<file path="src/rtl/lock_equiv_sweeper_pkg.sv">
// Shared types and default widths for the key-equivalence sweeper.
// The state encoding is shared by the top FSM and any monitor that decodes it.
package lock_equiv_sweeper_pkg;

  typedef enum logic [1:0] {
    IDLE  = 2'd0,
    SWEEP = 2'd1,
    DONE  = 2'd2
  } state_t;

  localparam int DEF_IN_W  = 5;
  localparam int DEF_OUT_W = 2;
  localparam int DEF_KEY_W = 1;

endpackage

</file>
<file path="src/rtl/lock_equiv_sweeper_sweep_counter.sv">
// Pattern counter for the sweep: clears on request, advances on enable and
// saturates at all-ones so the last pattern is held rather than wrapped.
module sweep_counter
  import lock_equiv_sweeper_pkg::*;
#(
  parameter int W = DEF_IN_W
) (
  input  logic         C,
  input  logic         R,
  input  logic         clr,
  input  logic         adv,
  output logic [W-1:0] count,
  output logic         last
);

  logic [W-1:0] count_reg;
  logic [W-1:0] count_next;

  assign last  = &count_reg;
  assign count = count_reg;

  always_comb begin
    count_next = count_reg;
    if (clr) begin
      count_next = '0;
    end else if (adv && !last) begin
      count_next = count_reg + 1'b1;
    end
  end

  always_ff @(posedge C) begin
    if (R) begin
      count_reg <= '0;
    end else begin
      count_reg <= count_next;
    end
  end

endmodule

</file>
<file path="src/rtl/lock_equiv_sweeper.sv">
// Exhaustively drives every input pattern to an original and a locked circuit
// under a captured key, and accumulates where their outputs disagree.
module lock_equiv_sweeper
  import lock_equiv_sweeper_pkg::*;
#(
  parameter int IN_W  = DEF_IN_W,
  parameter int OUT_W = DEF_OUT_W,
  parameter int KEY_W = DEF_KEY_W
) (
  input  logic             C,
  input  logic             R,
  input  logic             start,
  input  logic             abort,
  input  logic [KEY_W-1:0] key_in,
  input  logic [OUT_W-1:0] org_y,
  input  logic [OUT_W-1:0] enc_y,
  output logic [IN_W-1:0]  pat,
  output logic [KEY_W-1:0] key_o,
  output logic             busy,
  output logic             done,
  output logic [IN_W:0]    mism_cnt,
  output logic [IN_W-1:0]  first_fail,
  output logic             fail_valid,
  output logic [OUT_W-1:0] out_diff,
  output logic             eq_all
);

  state_t state_reg, state_next;

  logic clr;
  logic adv;
  logic acc;
  logic last;

  logic [OUT_W-1:0] diff;
  logic             miss;

  logic [KEY_W-1:0] key_reg, key_next;
  logic [IN_W:0]    mism_reg, mism_next;
  logic [IN_W-1:0]  first_reg, first_next;
  logic             fv_reg, fv_next;
  logic [OUT_W-1:0] od_reg, od_next;
  logic             eq_reg, eq_next;

  sweep_counter #(.W(IN_W)) u_cnt (
    .C     (C),
    .R     (R),
    .clr   (clr),
    .adv   (adv),
    .count (pat),
    .last  (last)
  );

  always_ff @(posedge C) begin
    if (R) begin
      state_reg <= IDLE;
    end else begin
      state_reg <= state_next;
    end
  end

  // abort wins over the last-pattern exit so an aborted sweep never reports done
  always_comb begin
    state_next = state_reg;
    case (state_reg)
      IDLE:    if (start) state_next = SWEEP;
      SWEEP: begin
        if (abort)     state_next = IDLE;
        else if (last) state_next = DONE;
      end
      DONE:    state_next = IDLE;
      default: state_next = IDLE;
    endcase
  end

  always_comb begin
    busy = (state_reg == SWEEP);
    done = (state_reg == DONE);
    clr  = (state_reg == IDLE) && start;
    acc  = (state_reg == SWEEP) && !abort;
    adv  = acc && !last;
  end

  assign diff = org_y ^ enc_y;
  assign miss = |diff;

  always_comb begin
    key_next   = key_reg;
    mism_next  = mism_reg;
    first_next = first_reg;
    fv_next    = fv_reg;
    od_next    = od_reg;
    eq_next    = eq_reg;
    if (clr) begin
      key_next   = key_in;
      mism_next  = '0;
      first_next = '0;
      fv_next    = 1'b0;
      od_next    = '0;
      eq_next    = 1'b0;
    end else if (acc) begin
      if (miss) begin
        mism_next = mism_reg + 1'b1;
        od_next   = od_reg | diff;
        if (!fv_reg) begin
          first_next = pat;
          fv_next    = 1'b1;
        end
      end
      // verdict lands together with the done pulse, including the final compare
      if (last) begin
        eq_next = (mism_next == '0);
      end
    end
  end

  always_ff @(posedge C) begin
    if (R) begin
      key_reg   <= '0;
      mism_reg  <= '0;
      first_reg <= '0;
      fv_reg    <= 1'b0;
      od_reg    <= '0;
      eq_reg    <= 1'b0;
    end else begin
      key_reg   <= key_next;
      mism_reg  <= mism_next;
      first_reg <= first_next;
      fv_reg    <= fv_next;
      od_reg    <= od_next;
      eq_reg    <= eq_next;
    end
  end

  assign key_o      = key_reg;
  assign mism_cnt   = mism_reg;
  assign first_fail = first_reg;
  assign fail_valid = fv_reg;
  assign out_diff   = od_reg;
  assign eq_all     = eq_reg;

endmodule

</file>
<file path="config.mk">
export PLATFORM = sky130hd
export DESIGN_NAME = lock_equiv_sweeper
export DESIGN_NICKNAME = d
export VERILOG_FILES = /design/src/rtl/lock_equiv_sweeper_pkg.sv /design/src/rtl/lock_equiv_sweeper_sweep_counter.sv /design/src/rtl/lock_equiv_sweeper.sv
export SDC_FILE = /design/constraint.sdc
export NUM_CORES = 1
export LEC_CHECK = 0
export CAP_MARGIN = 25
export CORE_MARGIN = 1.5
export CORE_UTILIZATION = 41
export CTS_CLUSTER_DIAMETER = 60
export CTS_CLUSTER_SIZE = 10
export DETAILED_ROUTE_END_ITERATION = 8
export MAX_ROUTING_LAYER = met4
export PLACE_DENSITY_LB_ADDON = 0.3
export SYNTH_ARGS = -nofsm -noshare
export SYNTH_HDL_FRONTEND = slang
export SYNTH_SLANG_ARGS = --single-unit
</file>
<file path="constraint.sdc">
create_clock -name C -period 1.5 [get_ports C]
set_clock_uncertainty 0.15 [all_clocks]
set_input_delay 0.3 -clock C [delete_from_list [all_inputs] [get_ports C]]
set_output_delay 0.3 -clock C [all_outputs]
set_load 0.005 [all_outputs]
</file>
### Word-level counts from Yosys, hierarchy flattened

Cells that the tools add are included.

| cells by class | value |
|---|---|
| add/sub/neg operators | 2 |
| equality and inequality tests | 4 |
| muxes and demuxes | 7 |
| bitwise operators | 3 |
| reduce and logical (&&, ||, !) cells | 15 |

Operator list:

| operator | number |
|---|---|
| $mux W6 | 3 |
| $add A6 B1 Y6 const B | 1 |
| $logic_not A6 Y1 | 1 |
| $mux W2 | 3 |
| $reduce_and A6 Y1 | 1 |
| $add A5 B1 Y5 const B | 1 |
| $reduce_and A5 Y1 | 1 |
| $logic_and A1 B1 Y1 | 4 |
| $pmux W2 S2 | 1 |
| $reduce_and A2 Y1 | 2 |
| $reduce_or A2 Y1 | 2 |
| $ne A3 B2 Y1 const B | 1 |
| $reduce_and A3 Y1 | 1 |
| $eq A2 B1 Y1 const B | 1 |
| $eq A2 B2 Y1 const B | 1 |
| $logic_not A1 Y1 | 2 |
| $logic_not A2 Y1 | 1 |
| $ne A2 B2 Y1 const B | 1 |
| $or A2 B2 Y2 | 1 |
| $xor A2 B2 Y2 | 1 |
| $not A1 Y1 | 1 |

| word-level totals | value |
|---|---|
| bits in registers | 23 |
| input port bits | 9 |
| output and inout port bits | 23 |
| logic and storage cells | 39 |

### Longest topological paths before layout

| logic depth | value |
|---|---|
| depth in word-level cells | 6 |
| gate-level depth with buffers | 8 |
| gate-level depth less buffers | 7 |

### Cells and area by module

From an unflattened synthesis, not the netlist that was laid out.

| unflattened totals | value |
|---|---|
| cell total of the unflattened synthesis | 117 |
| area total of the unflattened synthesis | 1106.1 sq um |

By module, submodules not included:

| module | instances | cells an instance | area an instance (sq um) | seq. area each (sq um) |
|---|---|---|---|---|
| lock_equiv_sweeper | 1 | 91 | 867.1 | 360.3 |
| sweep_counter | 1 | 26 | 239.0 | 100.1 |

### Worst setup path before layout

OpenSTA, ideal clock, no wires.

| timing | value |
|---|---|
| kind | register to register |
| start | register u_cnt.count_reg[0] (netlist: u_cnt.count[0]) |
| end | register u_cnt.count_reg[3] (netlist: u_cnt.count[3]) |
| setup time | 0.114 ns |
| arrival time | 1.415 ns |
| data required time | 1.236 ns |
| path slack | -0.179 ns |
| cell stages (with the launch flop) | 9 |
| buffers on the path | 1 |
| clock period less this slack | 1.679 ns |
| path through | dfxtp_1 -> ha_1 -> and3_1 -> ha_1 -> nor2b_1 -> buf_2 -> nand3_1 -> xor2_1 -> nor2_1 |

| on the way | value |
|---|---|
| longest elaborated chain between the ends | 4 |
| elaborated cells on any way between the ends | 5 |
| those cells by class | add/sub (1); reduce/logical (4) |

RTL lines:

| what | line | RTL |
|---|---|---|
| from (decl) | lock_equiv_sweeper_sweep_counter.sv:16 | `logic [W-1:0] count_reg;` |
| from (signal assigned) | lock_equiv_sweeper_sweep_counter.sv:35 | `count_reg <= count_next;` |
| branches (longest 4 deep; another with $add A5 B1 Y5) | -- |  |

Several ways; the timed one is not identified.
A chain may end at the register's enable or synchronous reset.

### Worst setup path after layout

| timing | value |
|---|---|
| start | register state_reg[0] |
| end | register first_reg[4] (netlist: first_fail[4]) |

| on the way | value |
|---|---|
| longest elaborated chain between the ends | 3 |
| elaborated cells on any way between the ends | 6 |
| those cells by class | eq/ne (1); reduce/logical (5) |

RTL lines:

| what | line | RTL |
|---|---|---|
| from (decl) | lock_equiv_sweeper.sv:28 | `state_t state_reg, state_next;` |
| from (signal assigned) | lock_equiv_sweeper.sv:58 | `state_reg <= state_next;` |
| $eq A2 B1 Y1 or $logic_not A2 Y1 (tied branches) | lock_equiv_sweeper.sv:80, lock_equiv_sweeper.sv:79 |  |
| $logic_and A1 B1 Y1 (on tied branches) | lock_equiv_sweeper.sv:80, lock_equiv_sweeper.sv:79 |  |
| $reduce_and A3 Y1 (no line) or $reduce_or A2 Y1 (tied branches) | -- |  |
| to (signal assigned) | lock_equiv_sweeper.sv:128 | `first_reg <= first_next;` |
| to (decl) | lock_equiv_sweeper.sv:40 | `logic [IN_W-1:0] first_reg, first_next;` |

Several ways; a longest one is shown, not always the timed one.

==> impl_metrics.py <==
metrics = {
    "status": {
        "status": "finished, violations left",
        "violations": "negative setup slack",
    },
    "timing": {
        "final_max_slew_viol_count": 0,
        "maxSlewHeadroom_pct": 83.0,
        "fin_crit_sh_pct": 115,
        "fin_ws_ps": -226,
        "fmax_ghz": 0.579,
        "setup_viol": 18,
        "worst_pin_slew_ps": 255,
        "hold_viol": 0,
        "fin_setup_tns_ps": -2030,
        "rsz0062_at_grt": "yes",
        "finalCriticalPeriod_ps": 1730,
    },
    "clock_tree": {
        "clk_latency_ps": 310,
        "cts.sinks": 23,
        "clock-root-buffer": "clkbuf_4",
        "clock_path_buffers": 2,
        "cts_tree": "yes",
        "cts-htree-levels": 1,
        "path_clk_slew_ps": 130,
        "numCtsBuffers": 3,
    },
    "floorplanning": {
        "rows": 18,
        "die_area_sq_um": 2990,
        "io_pins": 32,
        "start_util_pct": 43.8,
        "die-height_um": 54.7,
        "core_area_sq_um": 2500,
        "dieWidth_um": 54.7,
    },
    "grt": {
        "grt_max_degree": 20,
        "grt_pass1_wl_um": 4210,
        "antenna_found_initial": 0,
        "first_global_vias": 1017,
        "grt.total_usage_pct": 20.0,
        "grt_overflow": 0,
    },
    "detailed_routing": {
        "wl_met1_um": 1170,
        "route.met2.wl_um": 1510,
        "via_per_inst": 4.96,
        "drt-pass1-iter-count": 4,
        "drt_iter0_drc": 11,
        "met3_length_um": 111,
        "ant_nets": 0,
        "top_layer": "met4",
        "wire_per_inst_um": 13.4,
        "drc": 0,
        "num_vias": 1041,
        "drt-total-wl_um": 2810,
    },
    "logic_synthesis": {
        "synth_cell_types": 31,
        "yosysMostFrequentCell": "nor2_1",
        "ys_top_cells_by_area": "dfxtp_1 (42%), nor2_1 (8.9%), mux2i_1 (8.2%)",
        "ys.flop_type": "dfxtp_1",
        "syn-num-nets": 128,
        "synth_largest_area_cell": "dfxtp_1",
        "ys_seq_elements": 23,
        "synthCells": 116,
        "ys_async_sr_fraction_pct": 0,
        "yosysSeqAreaShare_pct": 42.1,
        "synth_edf_count": 0,
        "syn_area_per_cell_sq_um": 9.44,
        "synth.cells.most_frequent": "nor2_1 (26), dfxtp_1 (23), mux2i_1 (9)",
        "synth_top_area_share_pct": 42.1,
        "synth_warnings": 0,
        "netlist_area_sq_um": 1090,
    },
    "setup_path": {
        "critPathKind": "reg2reg",
        "critPathRequiredTime_ps": 1560,
        "cp-end-kind": "flop",
        "arrival_ps": 1790,
        "path_max_fanout": 5,
        "cp-start-kind": "flop",
    },
    "place": {
        "dp_slack_ps": -637,
        "portBuffers": 31,
        "post_dp_cell_area_sq_um": 1600,
        "place_congestion": 0.762,
        "post-dp-hpwl_um": 1860,
    },
    "pwr": {
        "irDropWorstVdd_uv": 529,
        "power_density_nw_per_um2": 598,
        "power.total_mw": 1.08,
        "p_leak_nw": 0.831,
    },
    "final_layout": {
        "syn2layout_area_growth_pct": 65.3,
        "seqCellArea_sq_um": 502,
        "fillCellCount": 187,
        "multi_input_area_sq_um": 671,
        "fin_area_sq_um": 1810,
        "largest_reg_flops": 6,
        "layout.nets": 193,
        "drive_above_1_share_pct": 45.0,
        "antennaDiodeCount": 0,
    },
    "hold_path": {
        "hold_class": "reg2reg",
    },
    "job": {
        "drv_cap": 0,
    },
}
## layout by cell type, fill, tap and decap left out, drive strengths merged, types with 4 or more instances in the layout
cell type,count
clkbuf,5
nor2,26
dlygate4sd2,20
clkdlybuf4s15,4
a21oi,4
dfxtp,23
nand2,5
mux2i,9
buf,38
xor2,9
## path summary, 6_finish.rpt
| kind | to | cells after the start | slack [ps] | startpoint |
|---|---|---|---|---|
| worst min register to register | eq_all | 2 | 320 | eq_all |
| worst max register to register | first_fail[4] | 6 | -230 | state_reg[0] |
| worst min-delay path | eq_all | 2 | 320 | eq_all |
| worst max-delay path | first_fail[4] | 6 | -230 | state_reg[0] |
## cell type report
cell class | instances | area share, %
sequential | 23 | 27.7
clock buffer | 4 | 1.45
timing repair buffer | 67 | 31.7
multi-input combinational | 86 | 37.1
tap | 30 | 2.07
## repair_timing
item,4_1_cts,5_1_grt
hold buffers,0,0
pin swaps,9,1
hold endpoints to repair,0,0
endpoints found under the setup margin,40,28
gates resized for setup,64,14
setup buffers,13,3
## cell families (layout without fill, tap and decap cells)
family / after synthesis / in the layout / share of synthesized area [%]
flip-flops: 23 / 23 / 42.1
adder cells (fa/ha/maj): 3 / 3 / 3.43
buffers and inverters: 7 / 71 / 5.60
AO/OA/AOI/OAI: 12 / 12 / 7.54
AND/OR/NAND/NOR: 51 / 51 / 23.0
XOR/XNOR: 11 / 11 / 10.2
multiplexers: 9 / 9 / 8.23
## critical path, cell delays in order, from the launching register on
cell and delay, ps:
dfxtp_2 360, buf_6 90, nor3b_4 260, o21a_1 200, and2b_2 240, mux2i_1 270
nor2_1 70
## metal layers
metal | GRT usage (%) | vias up
met5 | - | -
met4 | 4.58 | 0
met3 | 3.55 | 2
met2 | 37.1 | 24
met1 | 21.9 | 499
li1 | - | 516
## report_power, final
group / leakage [nW] / switching, mW / internal (mW)
Clock: 0.0150 / 0.189 / 0.104
Combinational: 0.617 / 0.0752 / 0.0983
Sequential: 0.199 / 0.00530 / 0.611
Total: 0.831 / 0.269 / 0.813
## stage by stage
step	hold WS [ps]	cells	utilization (%)
after floorplan	215	116	-
after global placement	311	190	64.0
after detailed placement	305	190	64.0
after CTS	316	207	70.1
after global routing	336	210	72.4
final	317	210	72.4
Note: power is estimated with default switching activity, not from simulation.
